## config.mk

```make
export PLATFORM = sky130hd
export DESIGN_NAME = uart_cmd_ctrl
export DESIGN_NICKNAME = d
export VERILOG_FILES = /design/src/rtl/uart_cmd_pkg.sv /design/src/rtl/uart_frame_timer.sv /design/src/rtl/uart_cmd_ctrl.sv
export SDC_FILE = /design/constraint.sdc
export NUM_CORES = 1
export LEC_CHECK = 0
export ABC_AREA = 1
export CAP_MARGIN = 40
export CORE_MARGIN = 3
export CORE_UTILIZATION = 50
export CTS_BUF_LIST = sky130_fd_sc_hd__clkbuf_8
export DETAILED_ROUTE_END_ITERATION = 8
export GPL_ROUTABILITY_DRIVEN = 0
export PLACE_DENSITY = 0.72
export SYNTH_ARGS = -nofsm -noshare
export SYNTH_HDL_FRONTEND = slang
export SYNTH_SLANG_ARGS = --single-unit
export TNS_END_PERCENT = 50
```

## constraint.sdc

```tcl
create_clock -name sys_clk -period 2.3 [get_ports sys_clk]
set_input_delay 0.69 -clock sys_clk [delete_from_list [all_inputs] [get_ports sys_clk]]
set_output_delay 0.69 -clock sys_clk [all_outputs]
set_load 0.005 [all_outputs]
```

## src/rtl/uart_cmd_pkg.sv

```systemverilog
`default_nettype none
// ============================================================================
//  Module      : uart_cmd_pkg
//  Description : Shared definitions for the UART command framer: FSM state
//                encoding, default frame header, error codes, the config
//                register address map and the frame checksum helper.
//  Revision    : 1.0  initial release
// ============================================================================
package uart_cmd_pkg;

  // One-hot framer states
  typedef enum logic [5:0] {
    ST_IDLE  = 6'b000001,
    ST_ADDR  = 6'b000010,
    ST_DH    = 6'b000100,
    ST_DL    = 6'b001000,
    ST_CHK   = 6'b010000,
    ST_ISSUE = 6'b100000
  } state_e;

  localparam logic [7:0] HEADER_DEF   = 8'hAA;
  localparam int         NUM_REGS_DEF = 8;

  // err_code values
  localparam logic [1:0] ERR_CHK  = 2'd1;
  localparam logic [1:0] ERR_TO   = 2'd2;
  localparam logic [1:0] ERR_ADDR = 2'd3;

  // Config register bank address map
  localparam logic [7:0] REG_FFT_LEN    = 8'h00;
  localparam logic [7:0] REG_WINDOW_SEL = 8'h01;
  localparam logic [7:0] REG_GAIN       = 8'h02;
  localparam logic [7:0] REG_TRIG_LEVEL = 8'h03;
  localparam logic [7:0] REG_TRIG_MODE  = 8'h04;
  localparam logic [7:0] REG_AVG_COUNT  = 8'h05;
  localparam logic [7:0] REG_DECIMATE   = 8'h06;
  localparam logic [7:0] REG_CTRL       = 8'h07;

  // Frame checksum: XOR of the three payload bytes
  function automatic logic [7:0] frame_chk(input logic [7:0] addr,
                                           input logic [7:0] data_h,
                                           input logic [7:0] data_l);
    return addr ^ data_h ^ data_l;
  endfunction

endpackage
`default_nettype wire

```

## src/rtl/uart_frame_timer.sv

```systemverilog
`default_nettype none
// ============================================================================
//  Module      : uart_frame_timer
//  Description : Inter-byte gap counter. Counts while enabled, returns to 0
//                on clear or when disabled, and flags expiry when the count
//                sits at TO_CYC-1 with no clear in the same cycle.
//  Ports       : sys_clk   - clock
//                sys_rst_n - asynchronous active-low reset
//                clr_i     - restart the count (byte received)
//                en_i      - count enable (frame in progress)
//                expire_o  - combinational expiry flag
//  Revision    : 1.0  initial release
// ============================================================================
module uart_frame_timer #(
  parameter int TO_CYC = 100
) (
  input  logic sys_clk,
  input  logic sys_rst_n,
  input  logic clr_i,
  input  logic en_i,
  output logic expire_o
);

  localparam int             c_w    = (TO_CYC > 1) ? $clog2(TO_CYC) : 1;
  localparam logic [c_w-1:0] c_last = c_w'(TO_CYC - 1);

  logic [c_w-1:0] cnt_q;
  logic [c_w-1:0] cnt_d;

  // A clear in the expiry cycle means a byte arrived in time.
  assign expire_o = en_i && !clr_i && (cnt_q == c_last);

  always_comb begin
    cnt_d = cnt_q;
    if (clr_i || !en_i) begin
      cnt_d = '0;
    end else if (cnt_q != c_last) begin
      cnt_d = cnt_q + c_w'(1);
    end
  end

  always_ff @(posedge sys_clk or negedge sys_rst_n) begin
    if (!sys_rst_n) begin
      cnt_q <= '0;
    end else begin
      cnt_q <= cnt_d;
    end
  end

endmodule
`default_nettype wire

```

## src/rtl/uart_cmd_ctrl.sv

```systemverilog
`default_nettype none
// ============================================================================
//  Module      : uart_cmd_ctrl
//  Description : Frames UART RX bytes (HEADER, ADDR, DATA_H, DATA_L, CHK)
//                into config register writes. Rejects frames with a bad
//                checksum, out-of-range address or inter-byte timeout, and
//                holds the write off while the config target is busy.
//  Ports       : sys_clk, sys_rst_n    - clock, async active-low reset
//                rx_valid, rx_byte     - received byte strobe and value
//                cfg_busy              - config target not ready
//                cfg_wr_en             - one-cycle write strobe
//                cfg_addr, cfg_wdata   - write address / data (held)
//                frame_ok, frame_err   - good / rejected frame pulses
//                err_code              - reject reason (held)
//                frame_cnt             - good frame count (wraps)
//  Revision    : 1.0  initial release
// ============================================================================
module uart_cmd_ctrl
  import uart_cmd_pkg::*;
#(
  parameter int         CLK_FRE    = 50,
  parameter int         TIMEOUT_US = 1000,
  parameter logic [7:0] HEADER     = HEADER_DEF,
  parameter int         NUM_REGS   = NUM_REGS_DEF
) (
  input  logic        sys_clk,
  input  logic        sys_rst_n,
  input  logic        rx_valid,
  input  logic [7:0]  rx_byte,
  input  logic        cfg_busy,
  output logic        cfg_wr_en,
  output logic [7:0]  cfg_addr,
  output logic [15:0] cfg_wdata,
  output logic        frame_ok,
  output logic        frame_err,
  output logic [1:0]  err_code,
  output logic [15:0] frame_cnt
);

  localparam int         c_to_cyc   = CLK_FRE * TIMEOUT_US;
  // 9 bits so that NUM_REGS=256 (every address valid) is representable
  localparam logic [8:0] c_num_regs = 9'(NUM_REGS);

  state_e      state_q, state_d;
  logic [7:0]  addr_q, addr_d;
  logic [7:0]  dh_q, dh_d;
  logic [7:0]  dl_q, dl_d;
  logic        wr_en_q, wr_en_d;
  logic [7:0]  cfg_addr_q, cfg_addr_d;
  logic [15:0] cfg_wdata_q, cfg_wdata_d;
  logic        ok_q, ok_d;
  logic        err_q, err_d;
  logic [1:0]  err_code_q, err_code_d;
  logic [15:0] cnt_q, cnt_d;

  logic        timer_en;
  logic        timer_expire;

  assign timer_en = (state_q == ST_ADDR) || (state_q == ST_DH) ||
                    (state_q == ST_DL)   || (state_q == ST_CHK);

  uart_frame_timer #(
    .TO_CYC (c_to_cyc)
  ) u_timer (
    .sys_clk   (sys_clk),
    .sys_rst_n (sys_rst_n),
    .clr_i     (rx_valid),
    .en_i      (timer_en),
    .expire_o  (timer_expire)
  );

  always_comb begin
    state_d     = state_q;
    addr_d      = addr_q;
    dh_d        = dh_q;
    dl_d        = dl_q;
    wr_en_d     = 1'b0;
    ok_d        = 1'b0;
    err_d       = 1'b0;
    err_code_d  = err_code_q;
    cfg_addr_d  = cfg_addr_q;
    cfg_wdata_d = cfg_wdata_q;
    cnt_d       = cnt_q;

    case (state_q)
      ST_IDLE: begin
        if (rx_valid && (rx_byte == HEADER)) begin
          state_d = ST_ADDR;
        end
      end
      ST_ADDR: begin
        if (rx_valid) begin
          addr_d  = rx_byte;
          state_d = ST_DH;
        end else if (timer_expire) begin
          err_d      = 1'b1;
          err_code_d = ERR_TO;
          state_d    = ST_IDLE;
        end
      end
      ST_DH: begin
        if (rx_valid) begin
          dh_d    = rx_byte;
          state_d = ST_DL;
        end else if (timer_expire) begin
          err_d      = 1'b1;
          err_code_d = ERR_TO;
          state_d    = ST_IDLE;
        end
      end
      ST_DL: begin
        if (rx_valid) begin
          dl_d    = rx_byte;
          state_d = ST_CHK;
        end else if (timer_expire) begin
          err_d      = 1'b1;
          err_code_d = ERR_TO;
          state_d    = ST_IDLE;
        end
      end
      ST_CHK: begin
        if (rx_valid) begin
          if (rx_byte != frame_chk(addr_q, dh_q, dl_q)) begin
            err_d      = 1'b1;
            err_code_d = ERR_CHK;
            state_d    = ST_IDLE;
          end else if ({1'b0, addr_q} >= c_num_regs) begin
            err_d      = 1'b1;
            err_code_d = ERR_ADDR;
            state_d    = ST_IDLE;
          end else begin
            state_d = ST_ISSUE;
          end
        end else if (timer_expire) begin
          err_d      = 1'b1;
          err_code_d = ERR_TO;
          state_d    = ST_IDLE;
        end
      end
      ST_ISSUE: begin
        // Incoming bytes are ignored here, including HEADER.
        if (!cfg_busy) begin
          wr_en_d     = 1'b1;
          ok_d        = 1'b1;
          cfg_addr_d  = addr_q;
          cfg_wdata_d = {dh_q, dl_q};
          cnt_d       = cnt_q + 16'd1;
          state_d     = ST_IDLE;
        end
      end
      default: begin
        state_d = ST_IDLE;
      end
    endcase
  end

  always_ff @(posedge sys_clk or negedge sys_rst_n) begin
    if (!sys_rst_n) begin
      state_q     <= ST_IDLE;
      addr_q      <= '0;
      dh_q        <= '0;
      dl_q        <= '0;
      wr_en_q     <= 1'b0;
      cfg_addr_q  <= '0;
      cfg_wdata_q <= '0;
      ok_q        <= 1'b0;
      err_q       <= 1'b0;
      err_code_q  <= '0;
      cnt_q       <= '0;
    end else begin
      state_q     <= state_d;
      addr_q      <= addr_d;
      dh_q        <= dh_d;
      dl_q        <= dl_d;
      wr_en_q     <= wr_en_d;
      cfg_addr_q  <= cfg_addr_d;
      cfg_wdata_q <= cfg_wdata_d;
      ok_q        <= ok_d;
      err_q       <= err_d;
      err_code_q  <= err_code_d;
      cnt_q       <= cnt_d;
    end
  end

  assign cfg_wr_en = wr_en_q;
  assign cfg_addr  = cfg_addr_q;
  assign cfg_wdata = cfg_wdata_q;
  assign frame_ok  = ok_q;
  assign frame_err = err_q;
  assign err_code  = err_code_q;
  assign frame_cnt = cnt_q;

endmodule
`default_nettype wire

```

-- Word-level counts from Yosys, hierarchy flattened
Index checks and enable logic that the tools add are counted.
W data, S select, Z words.
- output and inout port bits: 45
- word-level logic and storage cells: 75
- register bits: 90
- input bits: 12
- equal/unequal tests: 14
- bitwise gates (word level): 3
- $add $sub $neg: 2
- multiplexer cells: 26
- magnitude comparators: 1
- reduce and logical (&&, ||, !) cells: 18
- operator list (cell ; count):
    $mux W6 ; 9
    $pmux W6 S6 ; 1
    $add A16 B1 Y16 const B ; 2
    $mux W16 ; 2
    $eq A16 B16 Y1 const B ; 1
    $ne A16 B16 Y1 const B ; 1
    $xor A8 B8 Y8 ; 2
    $mux W2 ; 5
    $reduce_and A2 Y1 ; 5
    $eq A8 B8 Y1 const B ; 1
    $ge A8 B4 Y1 const B ; 1
    $ne A8 B8 Y1 ; 1
    $mux W1 ; 7
    $eq A6 B1 Y1 const B ; 1
    $eq A6 B2 Y1 const B ; 1
    $eq A6 B3 Y1 const B ; 1
    $eq A6 B4 Y1 const B ; 1
    $eq A6 B5 Y1 const B ; 1
    $eq A6 B6 Y1 const B ; 1
    $ne A2 B2 Y1 const B ; 3
    $logic_or A1 B1 Y1 ; 4
    $ne A4 B2 Y1 const B ; 1
    $pmux W2 S2 ; 1
    $reduce_bool A2 Y1 ; 2
    other kinds (6) ; 9

-- Longest topological paths before layout
- depth after elaboration: 9
- depth in mapped cells: 13
- depth with buffers taken out: 13

-- Hierarchy
A second synthesis with hierarchy kept.
- cells, all modules: 574
- area total of the unflattened synthesis: 4550.6 um^2
- modules (own cells, without submodules) (module ; area each (um^2) ; instances ; seq. area each (um^2) ; cells each):
    uart_cmd_ctrl ; 3558.4 ; 1 ; 1853.0 ; 427
    uart_frame_timer ; 992.2 ; 1 ; 400.4 ; 147

-- Worst setup path after synthesis
No wires, ideal clock.
- path type: input port to flip-flop
- start point: in rx_byte[5]
- end point: reg err_code_q[1] (netlist: err_code[1])
- buffers on the path: 0
- arrival: 1.506 ns
- slack: 0.681 ns
- stages: 13
- cell sequence: inv_1 > nand2_1 > nand2_1 > nand2_1 > inv_1 > nor2_1 > nand2_1 > nor2_1 > nand3_1 > nand2_1 > nand3_1 > nand2_1 > inv_1
- word-level cells in the longest chain between the ends: 4
- elaborated cells on any way between the ends: 6
- ends and longest elaborated chain (element ; line ; text):
    start, declared ; uart_cmd_ctrl.sv:29 ; input logic [7:0] rx_byte,
    $ne A8 B8 Y1 * ; uart_cmd_ctrl.sv:123 ; if (rx_byte != frame_chk(addr_q, dh_q, dl_q)) begin
    $mux W2 ; uart_cmd_ctrl.sv:123 ;
    $mux W2 ; uart_cmd_ctrl.sv:122 ; if (rx_valid) begin
    $pmux W2 S2 ; uart_cmd_ctrl.sv:85 ; case (state_q)
    end signal, assigned ; uart_cmd_ctrl.sv:180 ; err_code_q <= err_code_d;
    end, declared ; uart_cmd_ctrl.sv:53 ; logic [1:0] err_code_q, err_code_d;
Mark *: on every way between the ends. The rest lies on a longest branch, timed or not.
A chain may end at the register's enable or synchronous reset.

-- Worst setup path after layout
- start point: reg cnt_q[0] (netlist: frame_cnt[0])
- end point: out frame_cnt[0]
- RTL lines (element ; line ; text):
    start, declared ; uart_cmd_ctrl.sv:54 ; logic [15:0] cnt_q, cnt_d;
    start signal, assigned ; uart_cmd_ctrl.sv:181 ; cnt_q <= cnt_d;
    end, declared ; uart_cmd_ctrl.sv:37 ; output logic [15:0] frame_cnt
No word-level cell between the ends.

==> flow_summary.yaml <==
yosys:
  synth_top_area_share_pct: 52.0
  syn_area_per_cell_um2: 8.23
  mappedNetlistNets: 535
  ys_types: 29
  yosysTopAreaCell: "dfrtp_1"
  ys_async_sr_fraction_pct: 100
  synth-seq-cells: 90
  yosysMostFrequentCell: "nand2_1"
  synth.cell_area_um2: 4290
  seq_area_frac_synth_pct: 52.6
  synth_ff_type: "dfrtp_1"
  synth.top_cells.by_count: "nand2_1, dfrtp_1, inv_1, o21ai_0, nor2_1"
  synthCells: 521
  synthTopCellsByArea: "dfrtp_1, nand2_1, inv_1, o21ai_0, nor2_1"
  synth_edf_count: 0
  synth_warnings: 0
layout:
  n_fill_cell: 710
  nets: 612
  area_growth_pct: 23.4
  instances_no_fill: 708
  n_antenna_cell: 0
  stdcell_area_um2: 5290
  final_core_utilization_pct: 64.0
  layout-drive-gt1-share_pct: 9.12
route:
  vias: 3545
  drt-initial-drc-count: 155
  wl_per_cell_um: 13.1
  drtPass1Iterations: 4
  antenna_left: 0
  viasPerCell: 5.01
  drc: 0
  drt_wl_total_mm: 9.28
clock_network:
  cts_resized: 0
  cts_tree: "yes"
  hold_buffers: 0
  cts_sinks: 90
  cts_buffers: 9
  clk-insertion-delay-late_ps: 360
  cts_setup_buffers: 0
  htreeDepth: 3
  clk_pin_slew_ps: 100
  root_buffer: "clkbuf_8"
  cts_buffer_depth: 2
place:
  place_area_um2: 5080
  dp_hpwl_mm: 6.98
  dp.cells: 692
  place_ws_ps: -94.7
  numPortBuffers: 56
worst_setup_path:
  timing.critical_path.cells: "clkdlybuf4s50_1"
  cp.required_ps: 1610
  startpoint_type: "flop"
  slowest_stage: "clkdlybuf4s50_1"
  cp_max_fo: 5
  path_buf_inv: 1
  cpLargestDelayFamily: "buffers and inverters"
  crit_arrival_ps: 1360
  endpoint_kind: "output pin"
  max_stage_delay_ps: 540
  path_class: "flop to output pin"
timing:
  fmax_ghz: 0.489
  clock_skew_ps: 10.4
  min_period_over_period_pct: 89.0
  slew_viol_final: 0
  slew_headroom_pct: 77.4
  period_needed_ps: 2050
  setup_viol: 0
  hold_viol: 0
  worst_slack_ps: 253
  tightestPinTransition_ps: 337
  rsz0062_at_grt: "no"
grt:
  grt_pass1_vias: 3483
  grt_pass1_wl_mm: 16.3
  track_usage_pct: 20.4
  grt-ovfl-total: 0
  grt_max_degree: 39
  antenna_found_initial: 0
power_and_ir_drop:
  leakage_nw: 2.67
  power_density_nw_per_um2: 689
  peakVddDrop_v: 0.000418
job:
  drv_cap: 0
status:
  outcome: "completed"
floorplan:
  start_util_pct: 51.9
  fp.dieH_um: 98.6
  die_w_um: 98.6
  num_rows: 33
  io-pin-count: 57
  die_area_um2: 9720
  core-area_um2: 8260
min_path:
  hold_class: "input port to asynchronous set/reset pin"
-- final timing paths --
path | cells past startpoint | slack, ps | end | startpoint
worst max-delay path | 1 | 250 | frame_cnt[0] | frame_cnt[0]$_DFFE_PN0P_
worst min-delay path | 1 | 170 | cfg_wdata[15]$_DFFE_PN0P_ | sys_rst_n
worst max register to register | 11 | 390 | state_q[0]$_DFFE_PN1P_ | u_timer.cnt_q[0]$_DFFE_PN0P_
worst min register to register | 2 | 490 | cfg_addr[1]$_DFFE_PN0P_ | cfg_addr[1]$_DFFE_PN0P_
max in group asynchronous | 2 | 1590 | frame_ok$_DFF_PN0_ | sys_rst_n
min in group sys_clk | 2 | 490 | cfg_addr[1]$_DFFE_PN0P_ | cfg_addr[1]$_DFFE_PN0P_
-- cells in the final DEF (no fill, tap or decap), drive strengths merged, types with 13 or more instances in the layout --
cell           instances
a21oi                 13
buf                   20
clkdlybuf4s50         55
dfrtp                 89
inv                   77
nand2                155
nand3                 23
nor2                  51
o21ai                 51
xor2                  14
-- final cells by class --
type	instances	area (µm²)	share of cell area (%)
Sequential cell	90	2250	42.6
Multi-Input combinational cell	346	1700	32.2
Timing Repair Buffer	75	713	13.5
Inverter	76	285	5.40
Clock buffer	10	138	2.60
Tap cell	105	131	2.48
Clock inverter	6	65.1	1.23
-- flip-flops by register name, summed over array words and instances (netlist names) --
| signal | flops |
|---|---|
| frame_ok | 1 |
| err_code | 2 |
| dl_q | 8 |
| cfg_wdata | 16 |
| addr_q | 8 |
| frame_err | 1 |
| dh_q | 8 |
| state_q | 6 |
| u_timer.cnt_q | 16 |
| frame_cnt | 16 |
| cfg_addr | 8 |
-- cell families after synthesis --
group                    synth area share [%]
buffers and inverters                    7.71
flip-flops                               52.6
XOR/XNOR                                 4.70
AND/OR/NAND/NOR                          26.3
adder cells (fa/ha/maj)                 0.584
AO/OA/AOI/OAI                            8.15
-- routing by layer --
layer	global-route usage [%]	routed length [µm]
met4	7.14	131
met5	0	0
met2	33.2	4360
met1	28.2	4490
met3	2.97	294
-- per-stage QoR --
stage / hold slack, ps / total power, mW / setup TNS [ps]
finish: 173 / 3.64 / 0
global route: 165 / 3.87 / 0
CTS: 165 / 3.68 / 0
detailed placement: 470 / 2.57 / -151
global placement: 461 / 2.54 / -52.6
floorplan: 394 / 2.27 / 0
-- report_power, final --
| group | internal [mW] | switching [mW] | total [mW] |
|---|---|---|---|
| registers | 1.73 | 0.112 | 1.84 |
| clock network | 0.534 | 0.576 | 1.11 |
| logic | 0.286 | 0.402 | 0.688 |
No activity file was read; power rests on OpenSTA's default activity.
